**config.mk**
```make
export PLATFORM = sky130hd
export DESIGN_NAME = serial_subtractor
export DESIGN_NICKNAME = d
export VERILOG_FILES = /design/src/rtl/serial_subtractor.sv
export SDC_FILE = /design/constraint.sdc
export NUM_CORES = 1
export LEC_CHECK = 0
export CAP_MARGIN = 30
export CORE_ASPECT_RATIO = 0.5
export CORE_MARGIN = 2
export CORE_UTILIZATION = 49
export CTS_CLUSTER_DIAMETER = 120
export CTS_CLUSTER_SIZE = 16
export DETAILED_ROUTE_END_ITERATION = 7
export PLACE_DENSITY = 0.76
export SLEW_MARGIN = 20
export SYNTH_ARGS = -nofsm -noshare
export SYNTH_HDL_FRONTEND = slang
export SYNTH_SLANG_ARGS = --single-unit
```
**constraint.sdc**
```tcl
create_clock -name clk -period 3.2 [get_ports clk]
set_input_delay 0.32 -clock clk [delete_from_list [all_inputs] [get_ports clk]]
set_output_delay 0.32 -clock clk [all_outputs]
set_load 0.01 [all_outputs]
```
**src/rtl/serial_subtractor.sv**
```systemverilog
// Multi-cycle subtractor: diff = a - b - borr_in, STEP bits per clock, LSB slice first,
// with a registered borrow between slices and valid/ready handshakes on both sides.
module serial_subtractor #(
    parameter int WIDTH = 8,
    parameter int STEP  = 1
) (
    input  logic             clk,
    input  logic             rst,
    input  logic             in_valid,
    output logic             in_ready,
    input  logic [WIDTH-1:0] a,
    input  logic [WIDTH-1:0] b,
    input  logic             borr_in,
    output logic             out_valid,
    input  logic             out_ready,
    output logic [WIDTH-1:0] diff,
    output logic             borr,
    output logic             zero
);

    localparam int N  = WIDTH / STEP;
    localparam int CW = (N > 1) ? $clog2(N) : 1;

    generate
        if (WIDTH < 1 || STEP < 1 || STEP > WIDTH || (WIDTH % STEP) != 0) begin : g_bad_params
            $error("serial_subtractor: need 1 <= STEP <= WIDTH and WIDTH %% STEP == 0");
        end
    endgenerate

    typedef enum logic [1:0] {
        IDLE,
        RUN,
        DONE
    } state_t;

    state_t           state;
    state_t           next_state;
    logic [CW-1:0]    k;
    logic [WIDTH-1:0] a_r;
    logic [WIDTH-1:0] b_r;
    logic             borr_run;
    logic [STEP:0]    slice;
    logic [WIDTH-1:0] diff_next;
    logic             last;

    // Slice k difference at STEP+1 bits; the top bit is the borrow out of the slice.
    always_comb begin
        slice     = {1'b0, a_r[k*STEP +: STEP]} - {1'b0, b_r[k*STEP +: STEP]}
                  - {{STEP{1'b0}}, borr_run};
        diff_next = diff;
        diff_next[k*STEP +: STEP] = slice[STEP-1:0];
        last      = (k == CW'(N - 1));
    end

    always_ff @(posedge clk or posedge rst) begin
        if (rst) begin
            state <= IDLE;
        end else begin
            state <= next_state;
        end
    end

    always_comb begin
        next_state = state;
        in_ready   = 1'b0;
        out_valid  = 1'b0;
        case (state)
            IDLE: begin
                in_ready = 1'b1;
                if (in_valid) begin
                    next_state = RUN;
                end
            end
            RUN: begin
                if (last) begin
                    next_state = DONE;
                end
            end
            DONE: begin
                out_valid = 1'b1;
                if (out_ready) begin
                    next_state = IDLE;
                end
            end
            default: next_state = IDLE;
        endcase
    end

    always_ff @(posedge clk or posedge rst) begin
        if (rst) begin
            k        <= '0;
            a_r      <= '0;
            b_r      <= '0;
            borr_run <= 1'b0;
            diff     <= '0;
            borr     <= 1'b0;
            zero     <= 1'b0;
        end else begin
            case (state)
                IDLE: begin
                    if (in_valid) begin
                        a_r      <= a;
                        b_r      <= b;
                        borr_run <= borr_in;
                        k        <= '0;
                    end
                end
                RUN: begin
                    diff     <= diff_next;
                    borr_run <= slice[STEP];
                    if (last) begin
                        borr <= slice[STEP];
                        zero <= (diff_next == '0);
                    end else begin
                        k <= k + 1'b1;
                    end
                end
                default: ;
            endcase
        end
    end

endmodule

```
# Word-level counts from Yosys, hierarchy flattened
# Index checks and enable logic that the tools add are counted.
# word_totals
inputBits	21
regBits	32
output_inout_bits	12
elab_cells	43
# op_classes
n_shift	4
reduce_logical	8
n_eq_ne	7
n_addsub	4
muxes	12
# op_table
op	count
negation 3 -> 34 bit	1
variable shift 1 x 34 -> 8 bit, first input constant	1
indexed part select 1 x 34 -> 8 bit	1
indexed part select 8 x 4 -> 1 bit	2
bitwise mux 8 bit	1
zero test 8 bit	1
inequality test 2 bit, second input constant	4
two-way mux 2 bit	3
two-way mux 3 bit	2
one-hot mux 2 bit (3 select lines)	1
one-hot mux 3 bit (2 select lines)	1
AND reduction 2 bit	3
AND reduction 3 bit	2
adder 3 x 1 -> 3 bit, second input constant	1
equality test 3 bit, second input constant	1
two-way mux 1 bit	3
equality test 2 x 1 -> 1 bit, second input constant	1
equality test 2 bit, second input constant	1
zero test 2 bit	1
one-hot mux 1 bit (2 select lines)	1
nonzero test 2 bit	1
subtractor 1 x 1 -> 2 bit	1
subtractor 2 x 1 -> 2 bit	1

# Depth between registers and ports, before layout
# Gate-level depths: netlist of the first run.
# logic_depth
depth_word	6
mapped_depth	10
ltp_nobuf	9

# Worst setup path before layout of the first run
# No wires, ideal clock.
# synth_timing
path_kind	reg2reg
from	register k[0]
to	register zero
slack_ns	0.668
setup_time_ns	0.127
period_less_slack_ns	2.532
arrival_ns	2.406
stages_incl_launch_ff	11
path_buffers	1
t_required_ns	3.073
cell_sequence	dfrtp_1 -> buf_4 -> mux4_1 -> nand2_1 -> nand2_1 -> fa_1 -> inv_1 -> nor3_1 -> nor4_2 -> a211oi_1 -> o31ai_1
# synth_between
elab_chain_cells	6
elab_cells_between_ends	11
cone_classes	3 x add/sub; 1 x eq/ne; 4 x shift; 1 x mux; 2 x reduce/logical
# synth_rtl
element	line	text
start: declaration	38	logic [CW-1:0] k;
start signal: assignment	115	k <= k + 1'b1;
indexed part select 8 x 4 -> 1 bit	48	slice = {1'b0, a_r[k*STEP +: STEP]} - {1'b0, b_r[k*STEP +: STEP]}
subtractor 1 x 1 -> 2 bit	48	
subtractor 2 x 1 -> 2 bit	49	- {{STEP{1'b0}}, borr_run};
indexed part select 1 x 34 -> 8 bit	51	diff_next[k*STEP +: STEP] = slice[STEP-1:0];
bitwise mux 8 bit	51	
zero test 8 bit	113	zero <= (diff_next == '0);
end signal: assignment	113	
end: declaration	18	output logic zero
# Parallel ways exist; a longest one is shown, timed or not.
# A chain may end at the register's enable or synchronous reset.

# Worst setup path in the final report of the first run
# Ends and elaborated chain as after synthesis.

==> impl_metrics.prom, run 1 <==
# TYPE chip_impl_metric gauge
chip_impl_metric{name="first_pass_grt_wire_length",unit="um"} 5590
chip_impl_metric{name="yosysTopAreaCellShare",unit="%"} 47.2
chip_impl_metric{name="drt_first_pass_iters",unit=""} 5
chip_impl_metric{name="num_io_pins",unit=""} 33
chip_impl_info{name="outcome",value="finished, final reports clean"} 1
chip_impl_metric{name="power_density",unit="nW/um^2"} 1030
chip_impl_metric{name="postLayoutSetupSlackWorst",unit="ns"} 0.412
chip_impl_metric{name="grt_use_total",unit="%"} 19.0
chip_impl_metric{name="totalWireLength",unit="um"} 3390
chip_impl_metric{name="number_of_flops_mapped_to_enable_cells_by_yosys",unit=""} 0
chip_impl_metric{name="port_buffers",unit=""} 32
chip_impl_metric{name="cts_post_setup_buffers_inserted",unit=""} 0
chip_impl_metric{name="cts-hold-fix-buffers",unit=""} 0
chip_impl_metric{name="net_total_in_the_final_layout",unit=""} 242
chip_impl_metric{name="area_taken_by_flip_flops_and_latches",unit="sq um"} 801
chip_impl_metric{name="cts.repair.resized",unit=""} 0
chip_impl_metric{name="finalHoldViolCount",unit=""} 0
chip_impl_metric{name="routed_wire_length_per_instance",unit="um"} 13.1
chip_impl_metric{name="hold_ws",unit="ns"} 0.394
chip_impl_info{name="cp-end-kind",value="flip-flop"} 1
chip_impl_metric{name="num_vias",unit=""} 1395
chip_impl_metric{name="fmax",unit="MHz"} 359
chip_impl_metric{name="timing.final.max_slew_violations",unit=""} 0
chip_impl_info{name="grt_setup_unrepaired",value="no"} 1
chip_impl_metric{name="weighted_congestion_at_the_end_of_routability_driven_global_placement",unit=""} 0.899
chip_impl_metric{name="grt_overflow_total",unit=""} 0
chip_impl_metric{name="clk_path_buf_depth",unit=""} 2
chip_impl_info{name="cp-start-kind",value="flip-flop"} 1
chip_impl_info{name="criticalPathCategory",value="reg -> reg"} 1
chip_impl_metric{name="number_of_global_route_vias_before_repair",unit=""} 1273
chip_impl_metric{name="timing.critical_path.required",unit="ns"} 3.37
chip_impl_metric{name="grt_start_max_net_pins",unit=""} 19
chip_impl_metric{name="seq_area_frac_synth",unit="%"} 47.2
chip_impl_metric{name="standard_cell_row_count",unit=""} 15
chip_impl_metric{name="num-fill-cells",unit=""} 286
chip_impl_metric{name="coreArea",unit="sq um"} 3380
chip_impl_info{name="clk_root_buffer_cell",value="sky130_fd_sc_hd__clkbuf_8"} 1
chip_impl_metric{name="area_taken_by_multi_input_logic_gates",unit="sq um"} 812
chip_impl_metric{name="fin_setup_tns",unit="ns"} 0
chip_impl_metric{name="yosys_warnings",unit=""} 0
chip_impl_metric{name="leakage",unit="nW"} 1.00
chip_impl_metric{name="cell_area_after_placement",unit="sq um"} 2040
chip_impl_metric{name="path_clk_slew",unit="ns"} 0.07
chip_impl_metric{name="relSlewSlack",unit="%"} 60.4
chip_impl_metric{name="synth_cells",unit=""} 182
chip_impl_metric{name="clkSinkCount",unit=""} 32
chip_impl_metric{name="worst-path-max-fanout",unit=""} 7
chip_impl_metric{name="antenna_cells",unit=""} 0
chip_impl_metric{name="ant_nets",unit=""} 0
chip_impl_metric{name="ys_ff_latch",unit=""} 32
chip_impl_metric{name="synth_cell_types",unit=""} 35
chip_impl_metric{name="worst-endpoint-arrival",unit="ns"} 2.96
chip_impl_metric{name="peakVddDrop",unit="mV"} 0.364
chip_impl_info{name="min-delay-path-class",value="in -> async"} 1
chip_impl_metric{name="layout-area-overhead-vs-synth",unit="%"} 25.6
chip_impl_metric{name="dp_worst_setup_slack",unit="ns"} 0.438
chip_impl_metric{name="die_area",unit="sq um"} 3980
chip_impl_metric{name="final.period_utilization",unit="%"} 87.1
chip_impl_metric{name="timing.clock.skew",unit="ns"} 0.00441
chip_impl_info{name="tritoncts",value="done"} 1
chip_impl_metric{name="htreeDepth",unit=""} 2
chip_impl_metric{name="die_h",unit="um"} 45.6
chip_impl_metric{name="tightestPinTransition",unit="ns"} 0.594
chip_impl_metric{name="share_of_cells_above_drive_strength_1",unit="%"} 9.22
chip_impl_metric{name="drt_first_iter_violations",unit=""} 99
chip_impl_metric{name="async_flop_share",unit="%"} 100
chip_impl_metric{name="drcViolationCount",unit=""} 0
chip_impl_metric{name="die_width",unit="um"} 87.2
chip_impl_metric{name="synthesis.area_per_instance",unit="sq um"} 9.32
chip_impl_metric{name="final_design_area_no_fill",unit="sq um"} 2130
chip_impl_metric{name="min_period",unit="ns"} 2.79
chip_impl_metric{name="synth.net_count",unit=""} 208
chip_impl_metric{name="antenna_found_initial",unit=""} 0
chip_impl_metric{name="setup-violations-final",unit=""} 0
chip_impl_metric{name="number_of_buffers_created_by_cts",unit=""} 5
chip_impl_metric{name="dpl.hpwl",unit="um"} 2470
chip_impl_info{name="biggest_area_consumer_among_synthesized_cells",value="sky130_fd_sc_hd__dfrtp_1"} 1
chip_impl_metric{name="route.detailed.vias_per_inst",unit=""} 5.39
chip_impl_metric{name="clock_insertion_delay_worst_skew",unit="ns"} 0.29
chip_impl_metric{name="cap_violations",unit=""} 0
chip_impl_metric{name="initial_core_util",unit="%"} 50.2
chip_impl_info{name="synth.top_cells.by_area",value="sky130_fd_sc_hd__dfrtp_1 (47%), sky130_fd_sc_hd__nand2_1 (13%), sky130_fd_sc_hd__mux4_1 (6.2%)"} 1
chip_impl_metric{name="syn-cell-area",unit="sq um"} 1700
chip_impl_info{name="synth_top_flop_cell",value="sky130_fd_sc_hd__dfrtp_1"} 1
==> area by class of cell <==
| type | instances | area share (%) |
|---|---|---|
| clock inverter | 2 | 0.470 |
| inverter | 10 | 1.76 |
| tap | 42 | 2.47 |
| multi-input combinational | 133 | 38.1 |
| timing repair buffer | 34 | 15.7 |
| clock buffer | 6 | 3.88 |
| sequential | 32 | 37.6 |
==> power breakdown <==
part	switching, W	internal, W
Sequential	0.000134	0.000586
Combinational	0.000622	0.000521
Clock	0.000152	0.000171
Total	0.000908	0.00128
==> Yosys cell counts, types with 3 or more instances <==
cell	number
sky130_fd_sc_hd__nor3_1	6
sky130_fd_sc_hd__nand2_1	59
sky130_fd_sc_hd__dfrtp_1	32
sky130_fd_sc_hd__clkbuf_1	3
sky130_fd_sc_hd__mux4_1	4
sky130_fd_sc_hd__ha_1	4
sky130_fd_sc_hd__a21oi_1	6
sky130_fd_sc_hd__inv_1	10
sky130_fd_sc_hd__o22ai_1	4
sky130_fd_sc_hd__mux2_2	6
sky130_fd_sc_hd__nor2_1	13
sky130_fd_sc_hd__o21ai_0	6
==> state kept, by name (all words and copies together), names as in the netlist <==
| register | count |
|---|---|
| a_r | 8 |
| b_r | 8 |
| borr | 1 |
| borr_run | 1 |
| diff | 8 |
| k | 3 |
| state | 2 |
| zero | 1 |
==> critical path: stages (launching register included) <==
cell,delay (ns)
sky130_fd_sc_hd__dfrtp_1,0.45
sky130_fd_sc_hd__mux4_1,0.57
sky130_fd_sc_hd__nand2_1,0.08
sky130_fd_sc_hd__nand2_1,0.06
sky130_fd_sc_hd__fa_1,0.62
sky130_fd_sc_hd__inv_1,0.11
sky130_fd_sc_hd__nor3_1,0.38
sky130_fd_sc_hd__nor4_2,0.08
sky130_fd_sc_hd__a211oi_1,0.22
sky130_fd_sc_hd__o31ai_1,0.10
==> worst paths after layout <==
path / startpoint / end / slack, ns / cells past startpoint
setup / recovery: k[0] / zero / 0.41 / 9
setup reg to reg: k[0] / zero / 0.41 / 9
max in group asynchronous: rst / diff[0] / 2.17 / 3
hold / removal: rst / a_r[7] / 0.39 / 2
hold reg to reg: a_r[1] / a_r[1] / 0.48 / 2
min in group clk: a_r[1] / a_r[1] / 0.48 / 2
==> routing by layer <==
layer / track usage (%) / vias to the layer above / part of all wire (%)
met3: 4.89 / 6 / 4.3
met4: 10.2 / 0 / 1.9
li1: - / 688 / -
met2: 30.8 / 40 / 45
met1: 24.1 / 661 / 49
met5: 0 / - / 0
==> kinds of logic after synthesis <==
group	after synthesis	share of synthesized area [%]
and+or+nand+nor	93	24.3
DFF	32	47.2
AOI/OAI and AO/OA	23	8.11
buffers and inverters	17	4.94
muxes	12	11.4
adders and majority gates	5	4.13
==> metrics by stage <==
stage | cells | util, % | total power, W
2_1_floorplan | 182 | - | 0.00154
3_3_place_gp | 251 | 60.3 | 0.00183
3_5_place_dp | 251 | 60.3 | 0.00186
4_1_cts | 259 | 63.1 | 0.00219
5_1_grt | 259 | 63.1 | 0.00236
6_report | 259 | 63.1 | 0.00219
==> layout by cell type, fill, tap and decap left out, types with 2 or more instances in the layout <==
cell                              instances
sky130_fd_sc_hd__nand2_1                 59
sky130_fd_sc_hd__dfrtp_1                 32
sky130_fd_sc_hd__clkdlybuf4s50_1         32
sky130_fd_sc_hd__nor2_1                  13
sky130_fd_sc_hd__inv_1                   10
sky130_fd_sc_hd__nor3_1                   6
sky130_fd_sc_hd__mux2_2                   6
sky130_fd_sc_hd__a21oi_1                  6
sky130_fd_sc_hd__o21ai_0                  6
sky130_fd_sc_hd__clkbuf_8                 6
sky130_fd_sc_hd__o22ai_1                  4
sky130_fd_sc_hd__mux4_1                   4
sky130_fd_sc_hd__ha_1                     4
sky130_fd_sc_hd__nand4_1                  2
sky130_fd_sc_hd__mux2i_1                  2
sky130_fd_sc_hd__nor3b_1                  2
sky130_fd_sc_hd__o31ai_1                  2
sky130_fd_sc_hd__nand3_1                  2
sky130_fd_sc_hd__clkinv_2                 2
sky130_fd_sc_hd__buf_4                    2
Power figures use the tool's default switching activity.
==> run 2: changes to the inputs <==
==> constraint.sdc (replaced) <==
create_clock -name clk -period 3.2 [get_ports clk]
set_input_delay 0.32 -clock clk [delete_from_list [all_inputs] [get_ports clk]]
set_output_delay 0.32 -clock clk [all_outputs]
set_load 0.02 [all_outputs]
==> results of run 2 <==
The final DEF is identical to that of run 1. Status: finished, final reports clean.
Among the figures that moved: total power 0.00219 W -> 0.00223 W; worst IR drop on VDD 0.364 mV -> 0.366 mV
